$ cat src/rtl/lagarto_plic_target_arbiter.sv
// Per-target PLIC arbiter: reduces the pending & enabled interrupt sources to
// the single highest-priority (priority, ID) pair through a binary comparison
// tree. The tree is either combinational with one output register, or it has
// a register after every level. EIP is raised when the winner beats the
// target threshold.
module lagarto_plic_target_arbiter #(
    parameter int NUM_SOURCES         = 31,
    parameter int PRIORITY_WIDTH      = 3,
    parameter int ID_WIDTH            = $clog2(NUM_SOURCES + 1),
    parameter int PIPELINED           = 0,
    parameter int TIE_BREAK_LOWEST_ID = 0
) (
    input  logic                                  clk_i,
    input  logic                                  rstn_i,
    input  logic [NUM_SOURCES-1:0]                pending_i,
    input  logic [NUM_SOURCES-1:0]                enable_i,
    input  logic [NUM_SOURCES*PRIORITY_WIDTH-1:0] priorities_i,
    input  logic [PRIORITY_WIDTH-1:0]             threshold_i,
    output logic [PRIORITY_WIDTH-1:0]             max_priority_o,
    output logic [ID_WIDTH-1:0]                   max_id_o,
    output logic                                  eip_o,
    output logic                                  valid_o
);

    // Tree geometry: DEPTH levels over 2^DEPTH leaves. Leaf 0 is the constant
    // NO_INTERRUPT entry, leaves above NUM_SOURCES are padding.
    localparam int LOG_SRC = $clog2(NUM_SOURCES + 1);
    localparam int DEPTH   = (LOG_SRC > 1) ? LOG_SRC : 1;
    localparam int NLEAF   = 1 << DEPTH;
    localparam int NINT    = NLEAF - 1;
    localparam int NNODE   = 2 * NLEAF - 1;
    localparam int LAT     = (PIPELINED != 0) ? DEPTH : 1;
    localparam int CNT_W   = $clog2(LAT + 1);

    typedef struct packed {
        logic [PRIORITY_WIDTH-1:0] prio;
        logic [ID_WIDTH-1:0]       id;
    } cand_t;

    // Two-candidate compare. A strictly higher priority wins; equal nonzero
    // priorities fall back to the ID tie-break. A zero-priority result is
    // always normalised to NO_INTERRUPT so ID 0 can never be beaten by a
    // stray ID carried with priority 0.
    function automatic cand_t merge(input cand_t a, input cand_t b);
        cand_t w;
        if (a.prio != b.prio) begin
            w = (a.prio > b.prio) ? a : b;
        end else if (TIE_BREAK_LOWEST_ID != 0) begin
            w = (a.id < b.id) ? a : b;
        end else begin
            w = (a.id > b.id) ? a : b;
        end
        if (w.prio == '0) begin
            w = '0;
        end
        return w;
    endfunction

    cand_t leaf    [NLEAF];
    cand_t node_d  [NINT];
    cand_t root;

    // Leaf qualification: a source competes only if pending, enabled and of
    // nonzero priority; everything else enters the tree as NO_INTERRUPT.
    always_comb begin
        for (int j = 0; j < NLEAF; j++) begin
            leaf[j] = '0;
        end
        for (int k = 1; k <= NUM_SOURCES; k++) begin
            if (pending_i[k-1] && enable_i[k-1] &&
                (priorities_i[(k-1)*PRIORITY_WIDTH +: PRIORITY_WIDTH] != '0)) begin
                leaf[k].prio = priorities_i[(k-1)*PRIORITY_WIDTH +: PRIORITY_WIDTH];
                leaf[k].id   = ID_WIDTH'(k);
            end
        end
    end

    // Heap layout: node i has children 2i+1 and 2i+2; leaves occupy heap
    // slots NINT .. NNODE-1 and the root is node 0.
    generate
        if (PIPELINED != 0) begin : g_pipe
            cand_t node_q [NINT];
            cand_t tap    [1:NNODE-1];

            // Every node compares the registered winners of its children.
            always_comb begin
                for (int j = 0; j < NLEAF; j++) begin
                    tap[NINT+j] = leaf[j];
                end
                for (int i = 1; i < NINT; i++) begin
                    tap[i] = node_q[i];
                end
                for (int i = 0; i < NINT; i++) begin
                    node_d[i] = merge(tap[2*i+1], tap[2*i+2]);
                end
            end

            // One register per tree node; in-flight winners are dropped on reset.
            always_ff @(posedge clk_i or negedge rstn_i) begin
                if (!rstn_i) begin
                    for (int i = 0; i < NINT; i++) begin
                        node_q[i] <= '0;
                    end
                end else begin
                    for (int i = 0; i < NINT; i++) begin
                        node_q[i] <= node_d[i];
                    end
                end
            end

            assign root = node_q[0];
        end else begin : g_comb
            cand_t tap [1:NNODE-1];
            cand_t root_q;

            // Resolve the whole tree in one pass, children before parents.
            always_comb begin
                for (int j = 0; j < NLEAF; j++) begin
                    tap[NINT+j] = leaf[j];
                end
                for (int i = NINT - 1; i >= 0; i--) begin
                    node_d[i] = merge(tap[2*i+1], tap[2*i+2]);
                    if (i > 0) begin
                        tap[i] = node_d[i];
                    end
                end
            end

            // Single output register holding the tree result.
            always_ff @(posedge clk_i or negedge rstn_i) begin
                if (!rstn_i) begin
                    root_q <= '0;
                end else begin
                    root_q <= node_d[0];
                end
            end

            assign root = root_q;
        end
    endgenerate

    logic [CNT_W-1:0] fill_q;
    logic [CNT_W-1:0] fill_d;

    // Fill counter saturates once the first sampled vector reaches the root.
    always_comb begin
        fill_d = fill_q;
        if (fill_q != CNT_W'(LAT)) begin
            fill_d = fill_q + CNT_W'(1);
        end
    end

    // Fill counter register.
    always_ff @(posedge clk_i or negedge rstn_i) begin
        if (!rstn_i) begin
            fill_q <= '0;
        end else begin
            fill_q <= fill_d;
        end
    end

    assign valid_o        = (fill_q == CNT_W'(LAT));
    assign max_priority_o = root.prio;
    assign max_id_o       = root.id;
    // Threshold is live so software sees masking take effect immediately.
    assign eip_o          = valid_o && (root.prio > threshold_i);

endmodule

$ cat config.mk
export PLATFORM = sky130hd
export DESIGN_NAME = lagarto_plic_target_arbiter
export DESIGN_NICKNAME = d
export VERILOG_FILES = /design/src/rtl/lagarto_plic_target_arbiter.sv
export SDC_FILE = /design/constraint.sdc
export NUM_CORES = 1
export LEC_CHECK = 0
export BUFFER_PORTS_ARGS = -buffer_cell sky130_fd_sc_hd__buf_2
export CORE_ASPECT_RATIO = 0.9
export CORE_UTILIZATION = 61
export CTS_CLUSTER_DIAMETER = 120
export CTS_CLUSTER_SIZE = 8
export DETAILED_ROUTE_END_ITERATION = 8
export PLACE_DENSITY = 0.95
export SYNTH_ARGS = -nofsm -noshare
export SYNTH_HDL_FRONTEND = slang
export SYNTH_SLANG_ARGS = --single-unit
export TNS_END_PERCENT = 50
$ cat constraint.sdc
create_clock -name clk_i -period 3 [get_ports clk_i]
set_input_delay 0.6 -clock clk_i [delete_from_list [all_inputs] [get_ports clk_i]]
set_output_delay 0.6 -clock clk_i [all_outputs]
set_load 0.01 [all_outputs]
==> results of run 1 <==
cell families after synthesis:
family                     after synthesis  synth area share
and+or+nand+nor                        335            0.2609
AOI/OAI and AO/OA                      286            0.3048
adders and majority gates              140            0.2591
buffers and inverters                  112           0.06384
muxes                                   50           0.07754
DFF                                      9           0.03331
other                                    1         0.0005546
synthesized netlist by cell type, types with 7 or more instances:
master	instances	share of area
ha_1	140	0.26
inv_1	104	0.058
nand3_1	88	0.065
a21oi_1	59	0.044
and3_1	56	0.052
nand2_1	55	0.031
nor2_1	45	0.025
mux2i_1	37	0.055
o21ai_0	36	0.027
nor2b_1	27	0.025
o21a_1	23	0.026
a21o_1	18	0.020
a211oi_1	16	0.018
a22oi_1	16	0.018
o211ai_1	13	0.014
o311ai_0	12	0.016
mux2_2	11	0.018
nand2b_1	11	0.010
nand3b_1	11	0.012
nor3_1	11	0.0081
o22ai_1	11	0.010
a22o_1	9	0.012
dfrtp_1	9	0.033
and2_1	8	0.0074
or2_2	8	0.0074
o21ai_1	7	0.0052
through the flow:
step | setup TNS, ns | std cells | hold WS (ns) | worst slack [ns]
floorplan | -32.04 | 933 | 0.3044 | -4.051
global placement | -34.76 | 1581 | 0.4623 | -4.393
==> results.py, run 1 <==
metrics = {
    "yosys": {
        "ys_ff_latch": 9,
        "seq_area_frac_synth": 0.03331,
        "syn-num-nets": 1233,
        "netlist_area_um2": 6761,
        "synthCells": 933,
        "async_flop_share": 1.000,
        "syn_avg_cell_area_um2": 7.247,
        "synth_edf_count": 0,
        "ys_types": 77,
        "synth_top_flop_cell": "dfrtp_1",
        "yosysWarningCount": 0,
    },
    "die": {
        "die-height_um": 101.9,
        "ioPinCount": 170,
        "die_x_um": 113.0,
        "initial_core_util": 0.6255,
        "fp-row-count": 36,
    },
    "outcome": {
        "lastStage": "detailed placement (3_5_place_dp)",
        "status": "stopped before the end",
        "error_line": "[ERROR DPL-0033] detailed placement checks failed during check placement.",
    },
    "placement": {
        "dp_hpwl_um": 33390,
        "place_congestion": 0.9009,
        "portBuffers": 169,
    },
}
==> run 2, diff against run 1 <==
CORE_ASPECT_RATIO = default   (was 0.9)
CORE_UTILIZATION = 40   (was 61)
CTS_CLUSTER_DIAMETER = default   (was 120)
CTS_CLUSTER_SIZE = default   (was 8)
PLACE_DENSITY = default   (was 0.95)
PLACE_DENSITY_LB_ADDON = 0.15   (was default)
==> run 2 against run 1 <==
The flow now finishes, with violations (negative setup slack). Synthesized area unchanged. Synthesized cell count unchanged.
==> results.py, run 2 <==
metrics = {
    "outcome": {
        "status": "finished with violations",
        "violations": "negative setup slack",
    },
    "yosys": {
        "synth_top_flop_cell": "dfrtp_1",
        "netlist_area_um2": 6761,
        "synth_edf_count": 0,
        "yosysWarningCount": 0,
        "synthCells": 933,
        "async_flop_share": 1.000,
        "synth-xor-area-share": 0,
        "yosys.area_share.simple": 0.2609,
        "yosysMostFrequentCell": "ha_1",
        "yosysTopAreaCellShare": 0.2591,
        "syn-num-nets": 1233,
        "ys_ff_latch": 9,
        "synth_top_family_by_area": "compound AO/OA/AOI/OAI gates",
        "seq_area_frac_synth": 0.03331,
        "muxShareOfSynthArea": 0.07754,
        "synthTopCellsByCount": "ha_1 (140), inv_1 (104), nand3_1 (88), a21oi_1 (59), and3_1 (56)",
        "ys_types": 77,
        "synth-compound-area-share": 0.3048,
        "syn_avg_cell_area_um2": 7.247,
        "synth_adder_area_share": 0.2591,
        "synth_largest_area_cell": "ha_1",
        "synthTopCellsByArea": "ha_1 (26%), nand3_1 (6.5%), inv_1 (5.8%)",
    },
    "clock_network": {
        "cts_root_buffer": "clkbuf_16",
        "clk_path_buf_depth": 2,
        "cts_buffers": 3,
        "cts_tree": "yes",
        "htree_num_levels": 1,
        "cts_sinks": 9,
        "clk_pin_slew_ns": 0.04,
    },
    "setup_path": {
        "worstPathRequired_ns": 3.15,
        "arrival_ns": 7.42,
        "setup.worst_path.end_class": "flip-flop",
        "crit_path_max_incr_delay_ns": 0.37,
        "slowest_stage": "mux2_2",
        "cp_top_family": "compound AO/OA/AOI/OAI gates",
        "path_buf_inv": 9,
        "startpoint_type": "input port",
        "critPathKind": "input port to flip-flop",
        "worstPathMaxFanout": 7,
    },
    "pwr": {
        "leakage_nw": 6.609,
        "p_int_w": 0.007586,
        "power_density_nw_per_um2": 997.6,
        "p_sw_w": 0.005614,
        "p_clk_frac": 0.018,
        "vdd_drop_max_mv": 1.630,
        "power_switching_share": 0.4253,
        "power_frac_seq": 0.018,
        "power_frac_comb": 0.965,
    },
    "global_route": {
        "grt_pass1_vias": 8993,
        "grt_pass1_wl_um": 35810,
        "globalRoute.totalOverflow": 0,
        "grt_max_degree": 10,
        "grt_antenna_before_repair": 0,
        "grt_usage": 0.2335,
    },
    "layout": {
        "layout.nets": 1846,
        "largest_reg_flops": 5,
        "fillers": 1113,
        "multi_input_area_um2": 7948,
        "register_area_um2": 225.2,
        "drive_gt1_frac": 0.6000,
        "final_common_cell": "buf_4",
        "area_delta_synth_final_pct": 95.69,
        "stdcell_count": 1765,
        "final_cell_mix": "buf_4 (433), buf_2 (164), ha_1 (94), inv_1 (89), nand3_1 (63)",
        "diodes": 0,
    },
    "sta": {
        "setup_viol": 8,
        "tns_ns": -33.64,
        "fmax_mhz": 137.5,
        "rsz0062_at_grt": "yes",
        "whs_ns": 0.2141,
        "max-slew-margin-rel": 0.5956,
        "hold_violations": 0,
        "worstMarginPinSlew_ns": 0.5990,
        "period_needed_ns": 7.275,
        "setup_ws_ns": -4.275,
        "slew_violations": 0,
        "finalCritPeriodShare": 2.425,
    },
    "die": {
        "die_x_um": 132.0,
        "die-area_um2": 17430,
        "ioPinCount": 170,
        "initial_core_util": 0.4092,
        "fp-row-count": 47,
        "core_um2": 16520,
        "die-height_um": 132.0,
    },
    "route": {
        "drt-initial-drc-count": 341,
        "vias": 9427,
        "remaining_drc_errors": 0,
        "final_antenna_net_count": 0,
        "post_drt_via_cell_ratio": 5.341,
        "drt_wl_total_um": 24420,
        "drt_pre_antenna_iters": 6,
        "wl_per_cell_um": 13.83,
    },
    "placement": {
        "portBuffers": 169,
        "dp_hpwl_um": 17570,
        "dp_cells": 1705,
        "place_congestion": 0.8769,
    },
    "run": {
        "cap_violations": 0,
    },
    "worst_hold_path": {
        "holdCritPathClass": "input port to asynchronous set/reset pin",
    },
}
run 2: power groups by stage:
stage | sequential (W) | combinational (W) | clock [W]
finish | 0.000232 | 0.0127 | 0.000236
global route | 0.000236 | 0.0136 | 0.000249
detailed placement | 0.000234 | 0.00926 | 0
global placement | 0.000234 | 0.00900 | 0
floorplan | 0.000251 | 0.00578 | 0
CTS | 0.000235 | 0.0106 | 0.000238
run 2: logic make-up after synthesis:
| group | Yosys count |
|---|---|
| multiplexers | 50 |
| AND/OR/NAND/NOR | 335 |
| flip-flops | 9 |
| buffers and inverters | 112 |
| AO/OA/AOI/OAI | 286 |
| adder cells (fa/ha/maj) | 140 |
| other | 1 |
run 2: area by class of cell:
| cell class | count | area share |
|---|---|---|
| multi-input cells | 812 | 0.6007 |
| repair buffers | 613 | 0.3246 |
| well taps | 220 | 0.02080 |
| flip-flops and latches | 9 | 0.01702 |
| inverters | 107 | 0.03092 |
| clock buffers | 4 | 0.005957 |
run 2: metal layers:
layer  track usage  vias to the layer above  share of wire
met2        0.4688                      199           0.54
met4       0.04910                        0          0.022
li1              -                     4773              -
met5             0                        -              0
met1        0.2701                     4399           0.41
met3      0.007305                       56          0.023
run 2: path summary, 6_finish.rpt:
check	to	cells past startpoint	slack (ns)	from
setup / recovery	max_priority_o[2]$_DFF_PN0_	39	-4.27	enable_i[7]
hold / removal	valid_o$_DFF_PN0_	1	0.21	rstn_i
max in group asynchronous	max_id_o[1]$_DFF_PN0_	1	2.60	rstn_i
min in group clk_i	max_id_o[0]	1	1.28	max_id_o[0]$_DFF_PN0_
run 2: repair_timing:
action / in CTS / in global routing
buffers inserted: 25 / 32
pin swaps: 40 / 99
hold buffers: 0 / 0
resized for setup: 73 / 227
setup endpoints to repair: 8 / 8
run 2: stage by stage:
stage,worst slack (ns),total power [W],cell area (um^2),util
5_1_grt,-4.605,0.01409,13230,0.8007
2_1_floorplan,-4.051,0.006035,7124,-
3_3_place_gp,-4.577,0.009238,11150,0.6746
4_1_cts,-4.204,0.01103,11810,0.7145
6_report,-4.275,0.01320,13230,0.8007
3_5_place_dp,-4.717,0.009494,11150,0.6746
Power figures use the tool's default switching activity.
